## src/rtl/mem_access_unit_if.sv

```systemverilog
// Memory bus between mem_access_unit and an external word-addressed memory.
//   master : the access unit (drives MemReq/MemWe/MemAddr/MemWData)
//   slave  : the memory (drives MemRData/MemAck)
// MemAck is a single-cycle completion strobe; MemRData is valid with it.
interface mem_access_unit_if #(
   parameter int ADDR_WIDTH = 30
);
   logic                  MemReq;
   logic                  MemWe;
   logic [ADDR_WIDTH-1:0] MemAddr;
   logic [31:0]           MemWData;
   logic [31:0]           MemRData;
   logic                  MemAck;

   modport master (
      output MemReq, MemWe, MemAddr, MemWData,
      input  MemRData, MemAck
   );

   modport slave (
      input  MemReq, MemWe, MemAddr, MemWData,
      output MemRData, MemAck
   );
endinterface

```

## src/rtl/mem_access_unit.sv

```systemverilog
// Memory-side stage downstream of the multicycle controller. Converts the
// controller's MemRead/MemWrite/IorD/IRWrite strobes into one req/ack
// transaction on a variable-latency memory, loads IR/MDR from read data,
// and reports completion (MemReady), misalignment (AlignErr) and timeout
// (sticky BusErr).
// Ports:
//   Clk, Reset             clock, synchronous active-high reset
//   MemRead, MemWrite      controller strobes, held until MemReady
//   IorD                   address select: 0 = PC, 1 = ALUOut
//   IRWrite                read result also loads IR
//   PC, ALUOut, WData      byte addresses and store data
//   mem                    memory bus (master side)
//   IR, MDR, Op            instruction/data registers, Op = IR[31:26]
//   MemReady               one-cycle completion pulse
//   AlignErr               one-cycle pulse with MemReady on misaligned access
//   BusErr                 sticky timeout flag, cleared only by Reset
module mem_access_unit #(
   parameter int ADDR_WIDTH = 30,
   parameter int TIMEOUT    = 16
) (
   input  logic                Clk,
   input  logic                Reset,
   input  logic                MemRead,
   input  logic                MemWrite,
   input  logic                IorD,
   input  logic                IRWrite,
   input  logic [31:0]         PC,
   input  logic [31:0]         ALUOut,
   input  logic [31:0]         WData,
   mem_access_unit_if.master   mem,
   output logic [31:0]         IR,
   output logic [31:0]         MDR,
   output logic [5:0]          Op,
   output logic                MemReady,
   output logic                AlignErr,
   output logic                BusErr
);

   localparam int             CW   = $clog2(TIMEOUT);
   localparam logic [CW-1:0]  LAST = CW'(TIMEOUT - 1);

   typedef enum logic [1:0] {IDLE, BUSY, DONE} state_t;

   state_t                state;
   state_t                state_next;
   logic [31:0]           eff_addr;
   logic                  misaligned;
   logic                  start;
   logic                  timed_out;
   logic [ADDR_WIDTH-1:0] addr_q;
   logic [31:0]           wdata_q;
   logic                  we_q;
   logic                  ir_flag;
   logic [CW-1:0]         cnt;

   always_comb begin
      eff_addr   = IorD ? ALUOut : PC;
      misaligned = (eff_addr[1:0] != 2'b00);
      start      = MemRead | MemWrite;
      timed_out  = (cnt == LAST);
   end

   // State register
   always_ff @(posedge Clk) begin
      if (Reset) state <= IDLE;
      else       state <= state_next;
   end

   // Next-state logic; an ack in the final counted cycle still completes
   // normally because the ack test is independent of the timeout test.
   always_comb begin
      state_next = state;
      unique case (state)
         IDLE: if (start) state_next = misaligned ? DONE : BUSY;
         BUSY: if (mem.MemAck || timed_out) state_next = DONE;
         DONE: state_next = IDLE;
         default: state_next = IDLE;
      endcase
   end

   // Outputs decoded from state; MemWe is only meaningful while requesting.
   always_comb begin
      mem.MemReq   = (state == BUSY);
      mem.MemWe    = we_q && (state == BUSY);
      mem.MemAddr  = addr_q;
      mem.MemWData = wdata_q;
      MemReady     = (state == DONE);
      Op           = IR[31:26];
   end

   // Request latch, timeout counter, IR/MDR and error flags
   always_ff @(posedge Clk) begin
      if (Reset) begin
         addr_q   <= '0;
         wdata_q  <= '0;
         we_q     <= 1'b0;
         ir_flag  <= 1'b0;
         cnt      <= '0;
         IR       <= '0;
         MDR      <= '0;
         AlignErr <= 1'b0;
         BusErr   <= 1'b0;
      end else begin
         AlignErr <= 1'b0;
         unique case (state)
            IDLE: begin
               if (start) begin
                  if (misaligned) begin
                     AlignErr <= 1'b1;
                  end else begin
                     addr_q  <= eff_addr[ADDR_WIDTH+1:2];
                     wdata_q <= WData;
                     we_q    <= MemWrite;
                     // a write wins over a simultaneous read, so never loads IR
                     ir_flag <= IRWrite & ~MemWrite;
                     cnt     <= '0;
                  end
               end
            end
            BUSY: begin
               cnt <= cnt + CW'(1);
               if (mem.MemAck) begin
                  if (!we_q) begin
                     MDR <= mem.MemRData;
                     if (ir_flag) IR <= mem.MemRData;
                  end
               end else if (timed_out) begin
                  BusErr <= 1'b1;
               end
            end
            default: ;
         endcase
      end
   end

endmodule

```

## src/flat_wrapper.sv

```systemverilog
// flat-port wrapper written by rule: the top's interface ports become plain ports
module mem_access_unit_flat 
#(
   parameter int ADDR_WIDTH = 30,
   parameter int TIMEOUT    = 16
)
  (Clk, Reset, MemRead, MemWrite, IorD, IRWrite, PC, ALUOut, WData, IR, MDR, Op, MemReady, AlignErr, BusErr, mem_MemReq, mem_MemWe, mem_MemAddr, mem_MemWData, mem_MemRData, mem_MemAck);
  mem_access_unit_if #(.ADDR_WIDTH(ADDR_WIDTH)) mem_i ();
  input  logic Clk;
  input  logic Reset;
  input  logic MemRead;
  input  logic MemWrite;
  input  logic IorD;
  input  logic IRWrite;
  input  logic [31:0] PC;
  input  logic [31:0] ALUOut;
  input  logic [31:0] WData;
  output logic [31:0] IR;
  output logic [31:0] MDR;
  output logic [5:0] Op;
  output logic MemReady;
  output logic AlignErr;
  output logic BusErr;
  output wire logic [$bits(mem_i.MemReq)-1:0] mem_MemReq;
  output wire logic [$bits(mem_i.MemWe)-1:0] mem_MemWe;
  output wire logic [$bits(mem_i.MemAddr)-1:0] mem_MemAddr;
  output wire logic [$bits(mem_i.MemWData)-1:0] mem_MemWData;
  input wire logic [$bits(mem_i.MemRData)-1:0] mem_MemRData;
  input wire logic [$bits(mem_i.MemAck)-1:0] mem_MemAck;
  assign mem_MemReq = mem_i.MemReq;
  assign mem_MemWe = mem_i.MemWe;
  assign mem_MemAddr = mem_i.MemAddr;
  assign mem_MemWData = mem_i.MemWData;
  assign mem_i.MemRData = mem_MemRData;
  assign mem_i.MemAck = mem_MemAck;
  mem_access_unit #(.ADDR_WIDTH(ADDR_WIDTH), .TIMEOUT(TIMEOUT)) u_core (.Clk(Clk), .Reset(Reset), .MemRead(MemRead), .MemWrite(MemWrite), .IorD(IorD), .IRWrite(IRWrite), .PC(PC), .ALUOut(ALUOut), .WData(WData), .mem(mem_i), .IR(IR), .MDR(MDR), .Op(Op), .MemReady(MemReady), .AlignErr(AlignErr), .BusErr(BusErr));
endmodule
```

## config.mk

```make
export PLATFORM = sky130hd
export DESIGN_NAME = mem_access_unit_flat
export DESIGN_NICKNAME = d
export VERILOG_FILES = /design/src/rtl/mem_access_unit_if.sv /design/src/rtl/mem_access_unit.sv /design/src/flat_wrapper.sv
export SDC_FILE = /design/constraint.sdc
export NUM_CORES = 1
export LEC_CHECK = 0
export ABC_CLOCK_PERIOD_IN_PS = 2300
export BUFFER_PORTS_ARGS = -buffer_cell sky130_fd_sc_hd__buf_2
export CAP_MARGIN = 30
export CORE_ASPECT_RATIO = 0.5
export CORE_MARGIN = 8
export CORE_UTILIZATION = 46
export CTS_CLUSTER_SIZE = 24
export DETAILED_ROUTE_END_ITERATION = 16
export PLACE_DENSITY_LB_ADDON = 0.2
export SLEW_MARGIN = 10
export SYNTH_ARGS = -nofsm -noshare
export SYNTH_HDL_FRONTEND = slang
export SYNTH_SLANG_ARGS = --single-unit
```

## constraint.sdc

```tcl
create_clock -name Clk -period 2.3 [get_ports Clk]
set_clock_uncertainty 0.1 [all_clocks]
set_input_delay 0.115 -clock Clk [delete_from_list [all_inputs] [get_ports Clk]]
set_output_delay 0.115 -clock Clk [all_outputs]
set_load 0.01 [all_outputs]
```

; After elaboration in Yosys (flattened, before gate mapping)
; Index checks and enable logic that the tools add are counted.
[op_classes]
bitwise = 8
n_reduce_logical = 12
n_addsub = 1
div = 0
n_eq_ne = 6
n_mul = 0
n_shift = 0
mux = 9
magnitude_cmp = 0
[ops]
columns = operator, n
row1 = 32-bit 2-to-1 mux, 1
row2 = 3-bit AND reduction, 4
row3 = 4-bit 2-to-1 mux, 2
row4 = 4-bit one-hot mux with 2 select lines, 1
row5 = 2-bit 2-to-1 mux, 3
row6 = 1-bit NOT, 6
row7 = "4-bit by 1-bit adder with 4-bit output, second input constant", 1
row8 = "4-bit == test, second input constant", 1
row9 = "2-bit by 1-bit != test with 1-bit output, second input constant", 2
row10 = 2-bit one-hot mux with 2 select lines, 1
row11 = 4-bit AND reduction, 1
row12 = 2-bit nonzero test, 2
row13 = 3-bit OR reduction, 1
row14 = "2-bit by 1-bit == test with 1-bit output, second input constant", 1
row15 = "2-bit == test, second input constant", 1
row16 = 2-bit zero test, 1
row17 = "2-bit != test, second input constant", 1
row18 = 2-bit AND reduction, 1
row19 = 1-bit AND, 1
row20 = 1-bit logical AND, 1
row21 = 1-bit logical OR, 1
row22 = 1-bit 2-to-1 mux, 1
row23 = 1-bit bitwise OR, 1
[totals]
rom_bits = 0
register_bits = 136
latch_bits = 0
word_cells = 46
mem_count = 0
mem_bits_rw = 0
output_inout_bits = 137
input_bits = 135

; Longest topological paths before layout
; Gate-level depths: netlist of run 1.
[depth]
word_depth = 5
ltp_mapped = 6
depth_no_buf = 4

; Worst setup path before layout of run 1
; Ideal clock, no wire load.
[synth_path]
path_kind = flip-flop to flip-flop
from = register u_core.state[0]
to = register u_core.addr_q[0], in the netlist u_core.mem.MemAddr[0]
setup_ns = 0.120
path_slack_ns = 0.567
synth_period_minus_slack_ns = 1.733
t_arrival_ns = 1.514
required_time_ns = 2.080
path_stages_with_launch = 6
path_buffers = 2
path_cell_list = dfxtp_1 -> or2_4 -> or4_4 -> buf_6 -> buf_6 -> mux2i_1
[synth_via]
elab_chain_len = 2
[synth_rtl]
columns = item, line
row1 = from (decl), mem_access_unit.sv:44  ; state_t state;
row2 = from (signal assigned), mem_access_unit.sv:66  ; else state <= state_next;
row3 = 2-bit zero test, mem_access_unit.sv:105  ; unique case (state)
row4 = 3-bit AND reduction (no source line), --
row5 = to (signal assigned), mem_access_unit.sv:111  ; addr_q <= eff_addr[ADDR_WIDTH+1:2];
row6 = to (decl), mem_access_unit.sv:50  ; logic [ADDR_WIDTH-1:0] addr_q;
; Every way passes these cells.
; A chain may end at the register's enable or synchronous reset.

; Worst setup path after layout of run 1
[layout_path]
from = register u_core.state[1]
to = register u_core.addr_q[9], in the netlist u_core.mem.MemAddr[9]
; Same word-level chain as after synthesis.

==> results.md, run 1 <==
- Psw: around 1.5 mW
- Core Util, Final: 0.7043
- Seq/Total Area, Yosys: 0.4792
- Final cell count without fillers: roughly 1,100
- Crit Reg-Reg Endpoint: u_core.mem.MemAddr[9]
- P_int: about 4.4 mW
- Ys async rst share: 0
- H-tree levels: 4
- Placement Cell Area: between 7000 and 8000 sq um
- GR Util All Layers: 0.2073
- Final period utilization: 0.8563
- Fraction of layout cells with a size suffix above 1: 0.3564
- Register area: 2723 sq um
- ANT nets after route: 0
- DIE AREA: 16,380 sq um
- Final instance area: roughly 8400 sq um
- Post-synthesis cell count: around 660
- Hold EP: u_core.mem.MemAddr[6]
- Tmin final: 1.970 ns
- CP arrival: between 2 and 2.5 ns
- Clk buf depth: 2
- P per Cell Area: just over 700 nW/um^2
- Initial Util: 0.4756
- Filler Cells Inserted: approximately 960
- Pins over their slew limit: 0
- Fin. Hold Viols: 0
- Status: finished clean
- Core box area: 11,950 sq um
- CTS tree: done
- Critical path fanouts, max: 32
- First-pass GRT wire length: around 28,000 um
- Worst-skew pair later-pin latency: roughly 0.39 ns
- Nature of the critical path endpoint: flop
- Final antenna diode count: 0
- Via count: 5,654
- Max-slew headroom: 0.4922
- Sequential power share: 0.424
- Final RePlAce weighted congestion: about 0.76
- Unrepaired setup endpoints after global routing: false
- Num rows: 28
- Vias per cell: between 4 and 5
- # IOs: about 270
- Slew @ Worst Pin: ~0.76 ns
- Number of flops mapped to enable cells by yosys: 0
- DIE HEIGHT: ~95 um
- Final worst slack: 0.3305 ns
- Pre-Repair DR Iteration Count: 5
- Area of the multi-input gates: ~2700 sq um
- Dpl ws: between 0.3 and 0.4 ns
- Clock Sink Count: 136
- Nets@finish: between 1,000 and 1,500
- R2R setup slack: around 0.33 ns
- Initial antenna violation count: 0
- CTS clk-pin slew, worst paths: roughly 0.060 ns
- Ys Warns: 0
- Setup_tns: 0 ns
- R2r startpoint: u_core.state[1]
- Leading cell type in the layout, fill and taps excluded: buf_2
- DPL Wire Length: around 12,000 um
- Most frequent cells in the layout: buf_2 (271), nand2_1 (191), dfxtp_1 (136)
- Post_cts resized: 0
- Post-Syn Area: 5682 sq um
- Vias in the first global route: around 5,700
- Ys flop type: dfxtp_1
- Leakage power: 3.963 nW
- Total wire length: 17,600 um
- Critical path data required time: 2.46 ns
- Combinational Power Share: 0.137
- Num CTS Buffers: 17
- Worst-case reg-to-reg path depth: 3
- Hold/Removal Path Class: input port to flop
- Clk Tree Root Cell: clkbuf_16
- Dpl cells: between 1,000 and 1,500
- Port bufs: 271
- Number of max-capacitance violations reported: 0
- Global route overflow: 0
- Setup Buffers After CTS: 0
- Final setup violation count: 0
- CTS hold repair buffers: 73
- Largest net degree at the start of global routing: between 70 and 80
- Maximum vdd drop: roughly 0.00052 V
- Synth Register Bits: 136
- Layout area overhead: 48.10%
- Clk network pwr share: 0.439
- Worst Setup Start Kind: flop
- Starting DRT DRC Count: about 380
- Mapped Nets: between 700 and 800
- HP Start: PC[8]
- Critical setup path kind: flop to flop
- Horiz. Die Dim: 173.2 um
- Max Clock Freq: ~510 MHz
- WHS Path Cells: 4
- Synth cell types: 37
- Net Sw Frac: 0.2542
- Avg WL per Cell: between 15 and 20 um
- DRC viols: 0
- Syn_area_per_cell: approximately 8.6 sq um
[area by class of cell]
type	instances	area share
Clock buffer	19	0.05383
Tap cell	165	0.02454
Timing Repair Buffer	355	0.2647
Clock inverter	12	0.01413
Inverter	5	0.002379
Sequential cell	136	0.3236
Multi-Input combinational cell	455	0.3169
[layer usage]
| metal | wire length (um) | vias to the layer above | track usage |
|---|---|---|---|
| met5 | 0 | - | 0 |
| li1 | - | 2833 | - |
| met3 | 1157 | 18 | 0.06969 |
| met4 | 274 | 0 | 0.06700 |
| met2 | 8945 | 175 | 0.3763 |
| met1 | 7216 | 2628 | 0.2306 |
[worst max-delay path by stage]
stage                         start                      to  depth (start not counted)
floorplan           u_core.state[0]   u_core.mem.MemAddr[0]                          5
global placement    u_core.state[1]  u_core.mem.MemAddr[28]                          3
detailed placement  u_core.state[1]  u_core.mem.MemAddr[15]                          3
CTS                 u_core.state[1]   u_core.mem.MemAddr[9]                          3
global route        u_core.state[0]  u_core.mem.MemAddr[15]                          3
finish              u_core.state[1]   u_core.mem.MemAddr[9]                          3
[cells by family after synthesis]
group           share of synthesized area
simple gates                       0.1854
xor+xnor                         0.001542
flops                              0.4792
fa+ha+maj                        0.002202
compound gates                     0.1044
mux                                0.1722
buf+inv                           0.05505
[critical path: stages, from the launching register on]
cell and delay (ns):
dfxtp_1 0.42, or2_4 0.30, or4_4 0.79, mux2i_1 0.21
[through the flow]
stage	hold slack (ns)	power, mW
after floorplan	0.1510	2.975
after global placement	0.2607	3.261
after detailed placement	0.2692	3.275
after CTS	0.001138	5.974
after global routing	0.01055	6.195
final	0.01533	5.930
[power by group through the flow]
stage | clock, mW | sequential [mW] | combinational, mW
floorplan | 0 | 2.60 | 0.372
global placement | 0 | 2.56 | 0.701
detailed placement | 0 | 2.56 | 0.711
CTS | 2.65 | 2.51 | 0.812
global route | 2.78 | 2.53 | 0.886
finish | 2.60 | 2.51 | 0.813
[flip-flops by register name (all words and copies together), names as in the netlist]
name and count:
u_core.IR 32, u_core.MDR 32, u_core.mem.MemWData 32, u_core.mem.MemAddr 30, u_core.cnt 4, u_core.state 2
u_core.AlignErr 1, u_core.BusErr 1, u_core.ir_flag 1, u_core.we_q 1
[synthesized netlist by cell type (2+ instances only)]
library cell / instances / area (sq um)
buf_1: 5 / 18.77
buf_6: 4 / 45.04
mux2i_1: 64 / 640.6
a21oi_1: 67 / 335.3
inv_1: 5 / 18.77
nand2_1: 191 / 716.9
o211a_1: 2 / 20.02
o21ai_0: 33 / 165.2
dfxtp_1: 136 / 2723
nand3_1: 34 / 170.2
buf_4: 9 / 67.56
mux2_2: 30 / 337.8
nor3_1: 3 / 15.01
nor2_1: 5 / 18.77
clkbuf_1: 42 / 157.7
and3_1: 2 / 12.51
or3_1: 2 / 12.51
o311ai_0: 3 / 26.28
a31oi_1: 2 / 12.51
Power figures use the tool's default switching activity.
==> run 2: changes to the inputs <==
Settings changed: PLACE_DENSITY from default to 0.8, PLACE_DENSITY_LB_ADDON 0.2 to default.
==> run 2 against run 1 <==
Count of clock-buffer cells in the layout stayed put. Utilization is 0.24 points higher. Sequential power hardly changed. Power is 2.7% higher. Register-to-register slack hardly changed. Maximum frequency is 0.43% lower. Critical path depth stayed put. Sequential cell count stayed put. Critical path type unchanged. Critical endpoint is now u_core.mem.MemAddr[27].
==> results.md, run 2 (synthesis results as in run 1) <==
- Filler Cells Inserted: 887 (-7.9%)
- Initial Util: 0.4756 (unchanged)
- Pins over their slew limit: 0 (unchanged)
- Core box area: 11,950 sq um (unchanged)
- Avg WL per Cell: 16.20 um (+5.6%)
- Initial antenna violation count: 0 (unchanged)
- Num CTS Buffers: 17 (unchanged)
- Power consumption: 6.088 mW (+2.7%)
- Worst-case reg-to-reg path depth: 3 (unchanged)
- Slew @ Worst Pin: 0.7605 ns (-0.001295 ns)
- Clk buf depth: 2 (unchanged)
- Pre-Repair DR Iteration Count: 5 (unchanged)
- Total wire length: 18,600 um (+5.7%)
- # IOs: 272 (unchanged)
- Hold_ws: 0.01280 ns (-0.002530 ns)
- Largest net degree at the start of global routing: 73 (unchanged)
- Horiz. Die Dim: 173.2 um (unchanged)
- Max Clock Freq: 505.6 MHz (-0.43%)
- Critical setup path kind: flop to flop
- Global route overflow: 0 (unchanged)
- ANT nets after route: 0 (unchanged)
- Dpl cells: 1,042 (unchanged)
- Starting DRT DRC Count: 373 (-0.53%)
- Final cell count without fillers: 1,148 (+0.087%)
- Slowest CP cell: or4_4
- GR Util All Layers: 0.2172 (+0.009947)
- Nature of the critical path endpoint: flop
- CP arrival: 2.13 ns (about the same)
- CTS tree: done
- Vias per cell: 5.121 (+3.9%)
- Leakage power: 3.988 nW (+0.63%)
- Worst-skew pair later-pin latency: 0.40 ns (about the same)
- Hold/Removal Path Class: input port to flop
- Unrepaired setup endpoints after global routing: false
- Max-slew headroom: 0.4930 (+0.0008630)
- Final period utilization: 0.8600 (+0.003712)
- Critical path fanouts, max: 32 (unchanged)
- Setup_tns: 0 ns (unchanged)
- Final RePlAce weighted congestion: 0.7906 (+3.5%)
- Maximum vdd drop: 0.0004967 V (-5.0%)
- R2R setup slack: 0.32 ns (about the same)
- Leading cell type in the layout, fill and taps excluded: buf_2
- Setup Buffers After CTS: 0 (unchanged)
- Fraction of layout cells with a size suffix above 1: 0.3554 (-0.001018)
- Via count: 5,879 (+4.0%)
- CTS clk-pin slew, worst paths: 0.06 ns (about the same)
- Highest cell delay on the worst timing path: 0.80 ns (about the same)
- DRC viols: 0 (unchanged)
- DPL Wire Length: 12,350 um (+2.9%)
- P per Cell Area: 721.1 nW/um^2 (+2.3%)
- Clock Sink Count: 136 (unchanged)
- First-pass GRT wire length: 29,440 um (+3.7%)
- Worst Setup Start Kind: flop
- R2r startpoint: u_core.state[1]
- H-tree levels: 4 (unchanged)
- Clk Tree Root Cell: clkbuf_16
- Hold EP: u_core.mem.MemAddr[28]
- Layout area overhead: 48.60%
- HP Start: ALUOut[30]
- DIE AREA: 16,380 sq um (unchanged)
- Most frequent cells in the layout: buf_2 (271), nand2_1 (191), dfxtp_1 (136)
- Nets@finish: 1,106 (unchanged)
- WHS Path Cells: 4 (unchanged)
- Fin. Hold Viols: 0 (unchanged)
- Num rows: 28 (unchanged)
- Crit Reg-Reg Endpoint: u_core.mem.MemAddr[27]
- DIE HEIGHT: 94.59 um (unchanged)
- Status: finished clean
- Number of max-capacitance violations reported: 0 (unchanged)
- Critical path data required time: 2.46 ns (about the same)
- Tmin final: 1.978 ns (+0.008538 ns)
- Port bufs: 271 (unchanged)
- Vias in the first global route: 5,993 (+5.6%)
- Final setup violation count: 0 (unchanged)
- Cell breakdown of the critical path: or2_4 -> or4_4 -> mux2i_1
## run 2: layout make-up
cell class                      count  area [sq um]  area share
Clock inverter                     12         150.1     0.01778
Antenna cell                        1         2.502   0.0002964
Timing Repair Buffer              355          2222      0.2632
Clock buffer                       19         452.9     0.05365
Tap cell                          165         206.4     0.02445
Inverter                            5         20.02    0.002371
Sequential cell                   136          2723      0.3225
Multi-Input combinational cell    455          2666      0.3158
## run 2: metrics by stage
stage | cell area (sq um) | setup slack, ns | utilization
finish | 8443 | 0.3220 | 0.7067
global route | 8441 | 0.2716 | 0.7065
CTS | 8441 | 0.3184 | 0.7065
detailed placement | 7097 | 0.3189 | 0.5941
global placement | 7097 | 0.3909 | 0.5941
floorplan | 5682 | 0.5668 | -
## run 2: routing by layer
layer	GRT usage	vias up	share of wire
met5	0	-	0
met4	0.1247	0	0.042
met3	0.05814	55	0.057
met2	0.4137	225	0.53
met1	0.2181	2759	0.37
li1	-	2840	-
## run 2: worst max-delay path by stage
stage                          startpoint  depth (start not counted)  slack (ns)                 endpoint
after detailed placement  u_core.state[1]                          3        0.32   u_core.mem.MemAddr[27]
final                     u_core.state[1]                          3        0.32   u_core.mem.MemAddr[27]
after global routing      u_core.state[1]                          4        0.27  u_core.mem.MemWData[21]
after global placement    u_core.state[1]                          3        0.39   u_core.mem.MemAddr[27]
after floorplan           u_core.state[0]                          5        0.57    u_core.mem.MemAddr[0]
after CTS                 u_core.state[1]                          3        0.32   u_core.mem.MemAddr[27]
## run 2: timing repair
item,4_1_cts,5_1_grt
hold endpoints to repair,104,0
hold buffers,74,0
resized for setup,0,0
## run 2: report_power, final
group          internal [mW]  switching [mW]  total [mW]
registers               2.46          0.0601        2.52
logic                  0.408           0.412       0.820
clock network           1.75           0.995        2.75
total                   4.62            1.47        6.09
## run 2: worst max-delay path, delay by kind of cell (launching register included)
family	cells	cell delay [ns]
and+or+nand+nor	2	1.10
DFF	1	0.40
muxes	1	0.21
==> run 3: changes to the inputs <==
Settings changed: ABC_CLOCK_PERIOD_IN_PS 2300 to 2360, CELL_PAD_IN_SITES_DETAIL_PLACEMENT from default to 0, CELL_PAD_IN_SITES_GLOBAL_PLACEMENT from default to 1, CORE_UTILIZATION 46 to 35, PLACE_DENSITY 0.8 to default, PLACE_DENSITY_LB_ADDON from default to 0.1.
Clock period 2.3 ns to 2.36 ns, I/O delays scaled along.
==> run 3 against run 2 <==
Utilization down 17 points. Clock power is 4% higher. Final area grew 1.7%. Via count down 5.5%. Power rose by 0.37%. Sequential cell count stayed put. Setup slack better by 0.095 ns. Critical path type unchanged. Highest routed layer is now met5.
==> results.md, run 3 (synthesis results as in run 1) <==
- Max Clock Freq: 514.6 MHz (+1.8%)
- Leading cell type in the layout, fill and taps excluded: buf_2
- Pre-Repair DR Iteration Count: 4 (-1)
- Delay-heaviest family, CP: simple AND/OR/NAND/NOR gates
- Vias per cell: 4.589 (-10%)
- Most frequent cells in the layout: buf_2 (271), nand2_1 (191), dfxtp_1 (136)
- Leakage power: 4.018 nW (+0.76%)
- Setup_tns: 0 ns (unchanged)
- Horiz. Die Dim: 196.2 um (+13%)
- Pins over their slew limit: 0 (unchanged)
- First-pass GRT wire length: 30,130 um (+2.3%)
- Highest cell delay on the worst timing path: 0.80 ns (about the same)
- P per Cell Area: 711.2 nW/um^2 (-1.4%)
- Post_cts resized: 0 (unchanged)
- Critical setup path kind: flop to flop
- Critical path fanouts, max: 32 (unchanged)
- CTS tree: done
- Fin. Hold Viols: 0 (unchanged)
- DPL Wire Length: 13,050 um (+5.7%)
- Crit path buf inv count: 0 (unchanged)
- DIE HEIGHT: 106.1 um (+12%)
- Max-slew headroom: 0.3976 (-0.09540)
- DIE AREA: 20,810 sq um (+27%)
- Avg WL per Cell: 15.40 um (-5.0%)
- Critical path data required time: 2.52 ns (+0.06 ns)
- Num CTS Buffers: 17 (unchanged)
- Starting DRT DRC Count: 165 (-56%)
- Cell breakdown of the critical path: or2_4 -> or4_4 -> mux2i_1
- Maximum vdd drop: 0.0005367 V (+8.1%)
- Total wire length: 18,650 um (+0.24%)
- Clk Tree Root Cell: clkbuf_16
- Slowest CP cell: or4_4
- Nature of the critical path endpoint: flop
- Number of max-capacitance violations reported: 0 (unchanged)
- Clock Sink Count: 136 (unchanged)
- Final RePlAce weighted congestion: 0.7323 (-7.4%)
- Num rows: 33 (+18%)
- GR Util All Layers: 0.1768 (-0.04039)
- Worst-skew pair later-pin latency: 0.40 ns (about the same)
- ANT nets after route: 0 (unchanged)
- # IOs: 272 (unchanged)
- Final antenna diode count: 0 (-1)
- Fraction of layout cells with a size suffix above 1: 0.3516 (-0.003771)
- Final setup violation count: 0 (unchanged)
- Global route overflow: 0 (unchanged)
- Core box area: 16,140 sq um (+35%)
- Worst Setup Start Kind: flop
- Clk buf depth: 2 (unchanged)
- Vias in the first global route: 5,692 (-5.0%)
- DRC viols: 0 (unchanged)
- Via count: 5,557 (-5.5%)
- Initial antenna violation count: 1 (+1)
- Hold/Removal Path Class: input port to flop
- Largest net degree at the start of global routing: 73 (unchanged)
- H-tree levels: 4 (unchanged)
- Slew @ Worst Pin: 0.9026 ns (+0.1421 ns)
- CTS clk-pin slew, worst paths: 0.06 ns (about the same)
- Final period utilization: 0.8234 (-0.03663)
- Layout area overhead: 51.20%
- Tmin final: 1.943 ns (-0.03484 ns)
- Core Util, Final: 0.5321 (-0.1746)
- Nets@finish: 1,108 (+0.18%)
- Unrepaired setup endpoints after global routing: false
- Initial Util: 0.3519 (-0.1237)
- CP arrival: 2.11 ns (-0.02 ns)
- Port bufs: 271 (unchanged)
- Status: finished clean
run 3: routing by layer:
metal,global-route usage,wire length (um),part of all wire,vias to the layer above
met1,0.2124,8180,0.44,2559
met5,0,8,0.00043,-
met4,0.04303,83,0.0045,2
met3,0.06526,1443,0.077,8
met2,0.2989,8931,0.48,148
li1,-,-,-,2840
run 3: area by class of cell:
type	instances	area, sq um
Fill cell	1569	7553
Sequential cell	136	2723
Multi-Input combinational cell	455	2666
Timing Repair Buffer	357	2260
Clock buffer	21	470.5
Tap cell	227	284.0
Clock inverter	10	167.7
Inverter	5	20.02
run 3: stage by stage:
| stage | power [mW] | instances | hold slack (ns) | instance area, sq um | setup WS [ns] |
|---|---|---|---|---|---|
| 2_1_floorplan | 2.899 | 657 | 0.1540 | 5682 | 0.6268 |
| 3_3_place_gp | 3.205 | 1102 | 0.2640 | 7172 | 0.4289 |
| 3_5_place_dp | 3.211 | 1102 | 0.2725 | 7172 | 0.4025 |
| 4_1_cts | 6.202 | 1211 | 0.0001447 | 8591 | 0.4021 |
| 5_1_grt | 6.389 | 1211 | 0.01060 | 8591 | 0.3245 |
| 6_report | 6.110 | 1211 | 0.01430 | 8591 | 0.4168 |
run 3: timing repair:
item,4_1_cts,5_1_grt
hold buffers,78,0
endpoints found under the hold margin,106,0
buffers inserted,0,0
run 3: worst paths after layout:
check                  startpoint                      to  slack (ns)  depth (start not counted)
setup / recovery  u_core.state[1]  u_core.mem.MemAddr[22]        0.42                          3
setup reg to reg  u_core.state[1]  u_core.mem.MemAddr[22]        0.42                          3
hold reg to reg    u_core.MDR[13]          u_core.MDR[13]        0.35                          2
hold / removal         ALUOut[18]  u_core.mem.MemAddr[16]        0.01                          4
run 3: tightest hold or removal path, delay by kind of cell:
| kind | cells | cell delay [ns] |
|---|---|---|
| simple gates | 1 | 0.04 |
| mux | 2 | 0.23 |
| buf+inv | 1 | 0.08 |
run 3: where the power goes:
part | internal, mW | switching (mW)
Combinational | 0.404 | 0.401
Clock | 1.86 | 0.997
Sequential | 2.40 | 0.0559
Total | 4.66 | 1.45
